<file path="config.mk">
export PLATFORM = sky130hd
export DESIGN_NAME = immediate_encode
export DESIGN_NICKNAME = d
export VERILOG_FILES = /design/src/rtl/immediate_encode.sv
export SDC_FILE = /design/constraint.sdc
export NUM_CORES = 1
export LEC_CHECK = 0
export CAP_MARGIN = 20
export CORE_ASPECT_RATIO = 1.75
export CORE_MARGIN = 2
export CORE_UTILIZATION = 49
export DETAILED_ROUTE_END_ITERATION = 6
export MAX_ROUTING_LAYER = met4
export PLACE_DENSITY_LB_ADDON = 0.3
export SLEW_MARGIN = 20
export SYNTH_ARGS = -nofsm -noshare
export SYNTH_HDL_FRONTEND = slang
export SYNTH_SLANG_ARGS = --single-unit
</file>
<file path="constraint.sdc">
create_clock -name CLK -period 1.53 [get_ports CLK]
set_input_delay 0.3825 -clock CLK [delete_from_list [all_inputs] [get_ports CLK]]
set_output_delay 0.3825 -clock CLK [all_outputs]
set_load 0.02 [all_outputs]
</file>
<file path="src/rtl/immediate_encode.sv">
// immediate_encode
//   Two-stage elastic pipeline that packs an immediate value into the bit
//   positions it occupies in a 32-bit instruction word (instruction[31:7]).
//   This is the inverse of the immediate generator: for every value the
//   selected format can represent, generate(encode(x)) == x.
//
//   Stage S1 registers IMM/IMM_SEL. Stage S2 registers the packed OUT and ERR.
//
// Ports
//   CLK        in   1   clock, rising edge
//   RESET      in   1   asynchronous reset, active low
//   IN_VALID   in   1   request valid
//   IN_READY   out  1   request can be accepted this cycle
//   IMM        in  32   sign/zero-extended immediate to pack
//   IMM_SEL    in   3   000 U, 001 J, 010 B, 011 I, 100 IU, 101 S, 110 SFT,
//                       111 reserved
//   OUT        out 25   OUT[n] = instruction[n+7]; non-immediate bits are 0
//   OUT_VALID  out  1   OUT/ERR hold a result
//   OUT_READY  in   1   downstream accepts the result
//   ERR        out  1   IMM not representable in the selected format
//
// Configuration
//   IMM_RANGE_CHECK_EN  when defined, ERR flags immediates that the selected
//                       format cannot represent (and the reserved select).
//                       When undefined, ERR is tied to 0 and no check logic
//                       exists. OUT is identical in both builds: packing
//                       always uses the truncated bits.
//
// Handshake: a transfer happens at a rising edge where valid and ready are
// both 1. A producer holds valid and its payload stable until the transfer;
// ready may depend combinationally on the consumer side (IN_READY depends on
// OUT_READY), but valid never depends on ready.

module immediate_encode (
  input  logic        CLK,
  input  logic        RESET,
  input  logic        IN_VALID,
  output logic        IN_READY,
  input  logic [31:0] IMM,
  input  logic [2:0]  IMM_SEL,
  output logic [24:0] OUT,
  output logic        OUT_VALID,
  input  logic        OUT_READY,
  output logic        ERR
);

  localparam logic [2:0] SEL_U   = 3'b000;
  localparam logic [2:0] SEL_J   = 3'b001;
  localparam logic [2:0] SEL_B   = 3'b010;
  localparam logic [2:0] SEL_I   = 3'b011;
  localparam logic [2:0] SEL_IU  = 3'b100;
  localparam logic [2:0] SEL_S   = 3'b101;
  localparam logic [2:0] SEL_SFT = 3'b110;

  logic        s1_valid;
  logic [31:0] s1_imm;
  logic [2:0]  s1_sel;

  logic        s2_valid;
  logic [24:0] s2_out;

  logic        s2_adv;
  logic        in_ready;
  logic [24:0] pack;

  // S2 can take new data when it is empty or its result leaves this cycle.
  // S1 can take new data when it is empty or its content moves into S2.
  assign s2_adv   = !s2_valid || OUT_READY;
  assign in_ready = !s1_valid || s2_adv;

  // Place immediate bits at their instruction positions (OUT[n] = inst[n+7]).
  always_comb begin
    pack = '0;
    case (s1_sel)
      SEL_U:   pack = {s1_imm[31:12], 5'b0};
      SEL_J:   pack = {s1_imm[20], s1_imm[10:1], s1_imm[11], s1_imm[19:12], 5'b0};
      SEL_B:   pack = {s1_imm[12], s1_imm[10:5], 13'b0, s1_imm[4:1], s1_imm[11]};
      SEL_I:   pack = {s1_imm[11:0], 13'b0};
      SEL_IU:  pack = {s1_imm[11:0], 13'b0};
      SEL_S:   pack = {s1_imm[11:5], 13'b0, s1_imm[4:0]};
      SEL_SFT: pack = {7'b0, s1_imm[4:0], 13'b0};
      default: pack = '0;
    endcase
  end

  always_ff @(posedge CLK or negedge RESET) begin
    if (!RESET) begin
      s1_valid <= 1'b0;
      s1_imm   <= '0;
      s1_sel   <= '0;
      s2_valid <= 1'b0;
      s2_out   <= '0;
    end else begin
      if (in_ready) begin
        s1_valid <= IN_VALID;
        if (IN_VALID) begin
          s1_imm <= IMM;
          s1_sel <= IMM_SEL;
        end
      end
      if (s2_adv) begin
        s2_valid <= s1_valid;
        if (s1_valid) begin
          s2_out <= pack;
        end
      end
    end
  end

`ifdef IMM_RANGE_CHECK_EN
  logic range_err;
  logic s2_err;

  // A value is representable when the bits the format drops are either zero
  // (alignment / unsigned formats) or copies of the format's sign bit.
  always_comb begin
    range_err = 1'b0;
    case (s1_sel)
      SEL_U:   range_err = (s1_imm[11:0] != 12'b0);
      SEL_J:   range_err = s1_imm[0] || (s1_imm[31:21] != {11{s1_imm[20]}});
      SEL_B:   range_err = s1_imm[0] || (s1_imm[31:13] != {19{s1_imm[12]}});
      SEL_I:   range_err = (s1_imm[31:12] != {20{s1_imm[11]}});
      SEL_S:   range_err = (s1_imm[31:12] != {20{s1_imm[11]}});
      SEL_IU:  range_err = (s1_imm[31:12] != 20'b0);
      SEL_SFT: range_err = (s1_imm[31:5] != 27'b0);
      default: range_err = 1'b1;
    endcase
  end

  always_ff @(posedge CLK or negedge RESET) begin
    if (!RESET) begin
      s2_err <= 1'b0;
    end else if (s2_adv && s1_valid) begin
      s2_err <= range_err;
    end
  end

  assign ERR = s2_err;
`else
  assign ERR = 1'b0;
`endif

  assign IN_READY  = in_ready;
  assign OUT       = s2_out;
  assign OUT_VALID = s2_valid;

endmodule

</file>
==> flow_summary.ini, run 1 <==
[status]
run_status = completed

[power_and_ir_drop]
leakage_nw = 1.71
total_power_mw = 4.97
p_per_area_nw_per_um2 = 1290
vdd_ir_drop_max_mv = 1.09

[final_layout]
drive_gt1_frac = 0.263
antennaDiodeCount = 0
fillCellCount = 440
final_cell_mix = dfrtp_1, mux2_2, clkdlybuf4s50_1
finish.utilization = 0.698
nets = 349
final_common_cell = dfrtp_1
syn2layout_area_growth_pct = 37.2

[clock_network]
numCtsBuffers = 9
clock_latency_ns = 0.34
clk_pin_slew_ns = 0.07
cts.sinks = 62
clk_path_buf_depth = 2
ctsHoldBuffers = 0
cts_tree = built
htree_num_levels = 3
root_buffer = clkbuf_8

[timing]
rsz0062_at_grt = false
drv_slew = 0
min_period_ns = 1.45
fin_skew_ns = 0.00673
setup_violations = 0
fmax_mhz = 690
hold_viol_final = 0
fin_crit_sh = 0.948
setup_tns_ns = 0

[synth]
synthArstFlopShare = 1.00
ys_warn_count = 0
synth_top_area_cell = dfrtp_1
yosysUniqueCellTypes = 34
synth.area.top_cells = dfrtp_1, mux2_2, a21oi_1, a221o_1, a21boi_0
synth-seq-area-share = 0.551
ys_seq_elements = 62
avgSynthCellArea_sq_um = 12.0
synth_nets = 274
synth_top_area_frac = 0.551
netlist_instances = 235
synth_edf_count = 0
synth_area_sq_um = 2820
synth-main-ff-cell = dfrtp_1

[worst_setup_path]
critical_path_class = register to primary output
required_ns = 1.15
path_depth = 1
crit_chain = dlygate4sd2_1
critPathTopFamily = flip-flops
start_kind = register
crit_slowest_cell = dfrtp_2
crit_buf_inv = 1
arrival_ns = 1.07
cp-end-kind = primary output
max_stage_delay_ns = 0.41
worstRegToRegCells = 3
crit_fanout = 3

[placement]
gp_congestion = 0.780
hpwl_mm = 4.16
port_buffers = 65

[floorplan]
start_util = 0.509
num_rows = 36
fp.coreArea_sq_um = 5540
die_width_microns = 61.3
ioPinCount = 67
die_h_microns = 104
dieArea_sq_um = 6400

[route]
drt_first_pass_iters = 5
drtIter0Drc = 99
vias = 2127
wl_mm = 6.09
routed_via_density = 5.44
wl_per_cell_microns = 15.6
drc = 0
drtAntennaViolNets = 0

[run]
drv_cap = 0

[global_routing]
grtUsageMet1 = 0.269
grt_max_degree = 63
grt_pass1_vias = 2220
grt_overflow = 0
antenna_found_initial = 0
grt_use_met3 = 0.0323
use_met2 = 0.343
grt_pass1_wl_mm = 10.3
top_usage_layer = met2
grt_usage = 0.224

[hold_path]
hold_class = primary input to asynchronous set/reset pin
[final cells by class]
cell class,count,area (sq um),share of cell area
flip-flops and latches,62,1550,0.402
inverters,9,33.8,0.00874
clock inverters,6,85.1,0.0220
clock buffers,10,138,0.0356
repair buffers,83,813,0.210
multi-input cells,145,1150,0.297
well taps,76,95.1,0.0246
[kinds of logic after synthesis]
family          after synthesis  synth area share
flops                        62             0.551
compound gates               50             0.123
other cells                   1           0.00133
simple gates                 57             0.131
buf+inv                      28            0.0466
mux                          37             0.147
[layer usage]
| layer | wire, microns | vias up |
|---|---|---|
| met5 | 0 | - |
| met4 | 201 | 0 |
| met3 | 221 | 17 |
| met2 | 3210 | 64 |
| met1 | 2450 | 1048 |
| li1 | - | 998 |
[power breakdown]
| part | total, mW | internal, mW | switching (mW) |
|---|---|---|---|
| sequential | 2.11 | 1.92 | 0.183 |
| combinational | 1.27 | 0.644 | 0.628 |
| clock | 1.59 | 0.954 | 0.640 |
| total | 4.97 | 3.52 | 1.45 |
[cells in the mapped netlist (6+ instances only)]
| master | count |
|---|---|
| nand4_1 | 8 |
| nand3_1 | 8 |
| buf_2 | 6 |
| mux2_2 | 36 |
| o21ai_0 | 8 |
| a21boi_0 | 7 |
| nand3b_1 | 7 |
| dfrtp_1 | 62 |
| a21oi_1 | 15 |
| inv_1 | 9 |
| or3b_2 | 6 |
| nand2_1 | 11 |
| a221o_1 | 6 |
| clkbuf_1 | 6 |
[stage by stage]
step | std cells | hold slack (ns) | cell area (sq um) | worst slack (ns)
after detailed placement | 374 | 0.412 | 3630 | -0.471
final | 391 | 0.0297 | 3870 | 0.0797
after global routing | 391 | 0.0564 | 3870 | 0.0392
after CTS | 391 | 0.0420 | 3850 | -0.0319
after global placement | 374 | 0.413 | 3630 | -0.416
after floorplan | 235 | 0.0869 | 2820 | -0.0213
[repair_timing]
action / CTS / global route
cloned: 1 / 0
buffers inserted: 0 / 0
resized for setup: 33 / 4
endpoints found under the setup margin: 49 / 41
[worst paths after layout]
kind                                                to                  start  slack (ns)
worst max-delay path                         OUT_VALID  OUT_VALID$_DFFE_PN0P_        0.08
worst min-delay path             s1_imm[4]$_DFFE_PN0P_                  RESET        0.03
worst max register to register     OUT[22]$_DFFE_PN0P_  s1_sel[2]$_DFFE_PN0P_        0.11
worst min register to register      OUT[4]$_DFFE_PN0P_     OUT[4]$_DFFE_PN0P_        0.50
max in group asynchronous       s1_imm[15]$_DFFE_PN0P_                  RESET        1.21
min in group CLK                    OUT[4]$_DFFE_PN0P_     OUT[4]$_DFFE_PN0P_        0.50
[flip-flops by register name, summed over array words and instances, names as in the netlist]
| signal | count |
|---|---|
| OUT | 25 |
| s1_valid | 1 |
| OUT_VALID | 1 |
| s1_sel | 3 |
| s1_imm | 32 |
Note: power is estimated with default switching activity, not from simulation.
==> run 2, diff against run 1 <==
Settings changed: SKIP_LAST_GASP set to 1.
==> flow_summary.ini, run 2 (synthesis gave the netlist of run 1 again) <==
[timing]
min_period_ns = 1.45
setup_violations = 0
hold_viol_final = 0
drv_slew = 0
rsz0062_at_grt = false
fmax_mhz = 688
fin_ws_ns = 0.0767
fin_crit_sh = 0.950
fin_skew_ns = 0.00732

[floorplan]
ioPinCount = 67
die_width_microns = 61.3
die_h_microns = 104
dieArea_sq_um = 6400
fp.coreArea_sq_um = 5540
start_util = 0.509
num_rows = 36

[global_routing]
grt_pass1_vias = 2223
grt_max_degree = 63
antenna_found_initial = 0
grt_overflow = 0
grt_usage = 0.224
grt_pass1_wl_mm = 10.3

[clock_network]
root_buffer = clkbuf_8
clock_latency_ns = 0.34
clk_pin_slew_ns = 0.07
numCtsBuffers = 9
cts.sinks = 62
cts_tree = built
ctsHoldBuffers = 0
clk_path_buf_depth = 2
htree_num_levels = 3

[status]
run_status = completed

[hold_path]
hold_class = primary input to asynchronous set/reset pin

[worst_setup_path]
cp-end-kind = primary output
arrival_ns = 1.07
critical_path_class = register to primary output
start_kind = register
max_stage_delay_ns = 0.41
critPathTopFamily = flip-flops
worstRegToRegCells = 3
required_ns = 1.15
crit_slowest_cell = dfrtp_2
crit_buf_inv = 1
path_depth = 1
crit_chain = dlygate4sd2_1
reg2reg_slack_ns = 0.10
crit_fanout = 3

[route]
routed_via_density = 5.40
drtIter0Drc = 98
vias = 2115
drt_first_pass_iters = 4
wl_per_cell_microns = 15.7
drc = 0
wl_mm = 6.16
drtAntennaViolNets = 0

[final_layout]
nets = 350
fin_area_sq_um = 3890
final_cell_mix = dfrtp_1, mux2_2, clkdlybuf4s50_1
largest_reg_flops = 32
antennaDiodeCount = 0
syn2layout_area_growth_pct = 38.1
drive_gt1_frac = 0.266
regMostFlops = s1_imm
final_common_cell = dfrtp_1
fillCellCount = 436

[placement]
dpl_worst_slack_ns = -0.471
hpwl_mm = 4.16
gp_congestion = 0.780
dpl_cell_area_sq_um = 3630
port_buffers = 65

[power_and_ir_drop]
vdd_ir_drop_max_mv = 1.09
p_per_area_nw_per_um2 = 1280
leakage_nw = 1.73

[run]
drv_cap = 0
run 2: changes by cell type in the layout (fill, tap and decap cells not counted):
cell / previous run / this run
clkbuf_16: 0 / 1
run 2: metrics by stage:
step	total power [mW]	setup TNS (ns)	hold slack [ns]	instances	util
after floorplan	2.86	-0.640	0.0869	235	-
after global placement	3.46	-14.30	0.413	374	0.655
after detailed placement	3.50	-17.58	0.412	374	0.655
after CTS	5.01	-0.202	0.0420	391	0.695
after global routing	5.24	0	0.0564	392	0.702
final	4.98	0	0.0295	392	0.702
run 2: area by class of cell:
type | count | area (sq um) | share of cell area
Sequential cell | 62 | 1550 | 0.399
Clock buffer | 10 | 138 | 0.0354
Inverter | 9 | 33.8 | 0.00868
Clock inverter | 6 | 85.1 | 0.0219
Multi-Input combinational cell | 145 | 1150 | 0.295
Tap cell | 76 | 95.1 | 0.0244
Timing Repair Buffer | 84 | 838 | 0.215
run 2: repair_timing:
item | CTS | global route
setup buffers | 0 | 0
pin swaps | 0 | 0
gates cloned | 1 | 1
gates resized for setup | 29 | 8
setup endpoints to repair | 49 | 41
run 2: metal layers:
metal	vias up	GRT usage	wire [microns]	share of wire
li1	1001	-	-	-
met1	1042	0.270	2460	0.40
met2	58	0.343	3340	0.54
met3	14	0.0323	209	0.034
met4	0	0.132	156	0.025
met5	-	-	0	0
run 2: final timing paths:
path / from / end
min: RESET / s1_imm[18]$_DFFE_PN0P_
max reg2reg: s1_sel[2]$_DFFE_PN0P_ / OUT[22]$_DFFE_PN0P_
max in group asynchronous: RESET / s1_imm[15]$_DFFE_PN0P_
min reg2reg: OUT[4]$_DFFE_PN0P_ / OUT[4]$_DFFE_PN0P_
min in group CLK: OUT[4]$_DFFE_PN0P_ / OUT[4]$_DFFE_PN0P_
max: OUT_VALID$_DFFE_PN0P_ / OUT_VALID
run 2: where the power goes:
group / switching [mW] / internal, mW / total (mW) / leakage, nW
Sequential: 0.185 / 1.92 / 2.11 / 0.750
Clock: 0.637 / 0.954 / 1.59 / 0.108
Combinational: 0.631 / 0.653 / 1.28 / 0.867
==> run 3, diff against run 2 <==
--- a/config.mk
+++ b/config.mk
@@ -9,5 +9,5 @@
 export CORE_ASPECT_RATIO = 1.75
 export CORE_MARGIN = 2
-export CORE_UTILIZATION = 49
+export CORE_UTILIZATION = 45
 export DETAILED_ROUTE_END_ITERATION = 6
 export MAX_ROUTING_LAYER = met4
==> constraint.sdc (replaced) <==
create_clock -name CLK -period 1.53 [get_ports CLK]
set_input_delay 0.306 -clock CLK [delete_from_list [all_inputs] [get_ports CLK]]
set_output_delay 0.306 -clock CLK [all_outputs]
set_load 0.02 [all_outputs]
==> flow_summary.ini, run 3 (synthesis gave the netlist of run 1 again) <==
[final_layout]
multi_input_area_sq_um = 1130
final_common_cell = dfrtp_1
drive_gt1_frac = 0.252
syn2layout_area_growth_pct = 34.1
regArea_sq_um = 1550
regMostFlops = s1_imm
antennaDiodeCount = 0
fillCellCount = 504
final_cell_mix = dfrtp_1, clkdlybuf4s50_1, mux2_2
largest_reg_flops = 32
nets = 349

[worst_setup_path]
crit_buf_inv = 2
crit_slowest_cell = clkdlybuf4s50_1
required_ns = 1.22
cp-end-kind = primary output
crit_chain = clkdlybuf4s50_1, nand3b_1, clkbuf_2
crit_fanout = 3
max_stage_delay_ns = 0.47
arrival_ns = 1.13
start_kind = primary input
critPathTopFamily = buffers and inverters
critical_path_class = primary input to primary output

[route]
drc = 0
wl_per_cell_microns = 14.6
vias = 2061
drtAntennaViolNets = 0
drtIter0Drc = 101
routed_via_density = 5.24
wl_mm = 5.74
drt_first_pass_iters = 4

[clock_network]
cts_tree = built
numCtsBuffers = 9
clk_path_buf_depth = 2
htree_num_levels = 3
cts.sinks = 62
clock_latency_ns = 0.32
clk_pin_slew_ns = 0.06
root_buffer = clkbuf_8
post_cts_buffers = 0

[status]
run_status = completed

[timing]
rsz0062_at_grt = false
hold_viol_final = 0
min_period_ns = 1.43
fin_ws_ns = 0.0952
fmax_mhz = 697
drv_slew = 0
fin_skew_ns = 0.00480
setup_violations = 0
holdWs_ns = 0.492
fin_crit_sh = 0.938

[placement]
dpl_worst_slack_ns = -0.336
gp_congestion = 0.820
hpwl_mm = 4.12
port_buffers = 65

[power_and_ir_drop]
comb_power_share = 0.270
clkPwrFrac = 0.272
p_per_area_nw_per_um2 = 1220
p_sw_frac = 0.292
seq_power_share = 0.458
intPower_mw = 3.26
vdd_ir_drop_max_mv = 0.869
p_switching_mw = 1.34
leakage_nw = 1.67

[floorplan]
die_h_microns = 109
fp.coreArea_sq_um = 6130
die_width_microns = 63.8
start_util = 0.459
num_rows = 38
dieArea_sq_um = 6940
ioPinCount = 67

[global_routing]
top_usage_layer = met2
grt_pass1_wl_mm = 9.72
grt_usage = 0.186
antenna_found_initial = 0
grt_pass1_vias = 2072
grt_overflow = 0
grt_use_met3 = 0.0392
grtUsageMet1 = 0.214
use_met2 = 0.313
grt_max_degree = 63

[run]
drv_cap = 0

[hold_path]
hold_class = register to register
==> run 3: cell count changes in the layout (fill, tap and decap cells not counted), moves of 2 or more <==
cell	previous run	this run
buf_6	2	0
bufinv_16	2	0
clkbuf_8	10	12
clkinvlp_4	2	0
==> run 3: per-layer routing <==
metal / vias to the layer above / routed length, microns / share of wire
met5: - / 0 / 0
met4: 0 / 82 / 0.014
li1: 1001 / - / -
met3: 8 / 245 / 0.043
met2: 60 / 3080 / 0.54
met1: 992 / 2330 / 0.41
==> run 3: power by group through the flow <==
| stage | clock network [mW] | logic, mW | registers (mW) |
|---|---|---|---|
| floorplan | 0 | 0.594 | 2.27 |
| global placement | 0 | 1.33 | 2.13 |
| detailed placement | 0 | 1.36 | 2.14 |
| CTS | 1.29 | 1.26 | 2.11 |
| global route | 1.37 | 1.35 | 2.14 |
| finish | 1.25 | 1.24 | 2.11 |
==> run 3: cell type report <==
type	instances	share of cell area
inverters	9	0.00894
clock inverters	1	0.00132
flip-flops and latches	62	0.411
clock buffers	13	0.0447
repair buffers	83	0.207
multi-input cells	145	0.300
well taps	80	0.0265
==> run 3: final timing paths <==
check	start	cells past startpoint	endpoint	slack [ns]
hold / removal	OUT[2]$_DFFE_PN0P_	1	OUT[2]$_DFFE_PN0P_	0.49
hold reg to reg	OUT[2]$_DFFE_PN0P_	1	OUT[2]$_DFFE_PN0P_	0.49
min in group asynchronous	RESET	3	s1_imm[17]$_DFFE_PN0P_	0.51
setup / recovery	OUT_READY	3	IN_READY	0.1
max in group asynchronous	RESET	3	OUT[11]$_DFFE_PN0P_	0.74
setup reg to reg	s1_sel[2]$_DFFE_PN0P_	3	OUT[19]$_DFFE_PN0P_	0.12
==> run 3: stage by stage <==
stage	instance area [sq um]	std cells	setup TNS [ns]	power (mW)	utilization
5_1_grt	3780	393	0	4.86	0.616
6_report	3780	393	0	4.60	0.616
4_1_cts	3780	393	-0.0677	4.66	0.617
3_3_place_gp	3630	378	-7.19	3.46	0.592
2_1_floorplan	2820	235	-0.0360	2.86	-
3_5_place_dp	3630	378	-9.38	3.50	0.592
==> run 3: repair_timing <==
item,4_1_cts,5_1_grt
hold endpoints to repair,28,0
gates resized for setup,27,2
pin swaps,0,0
setup endpoints to repair,27,1
hold buffers,1,0
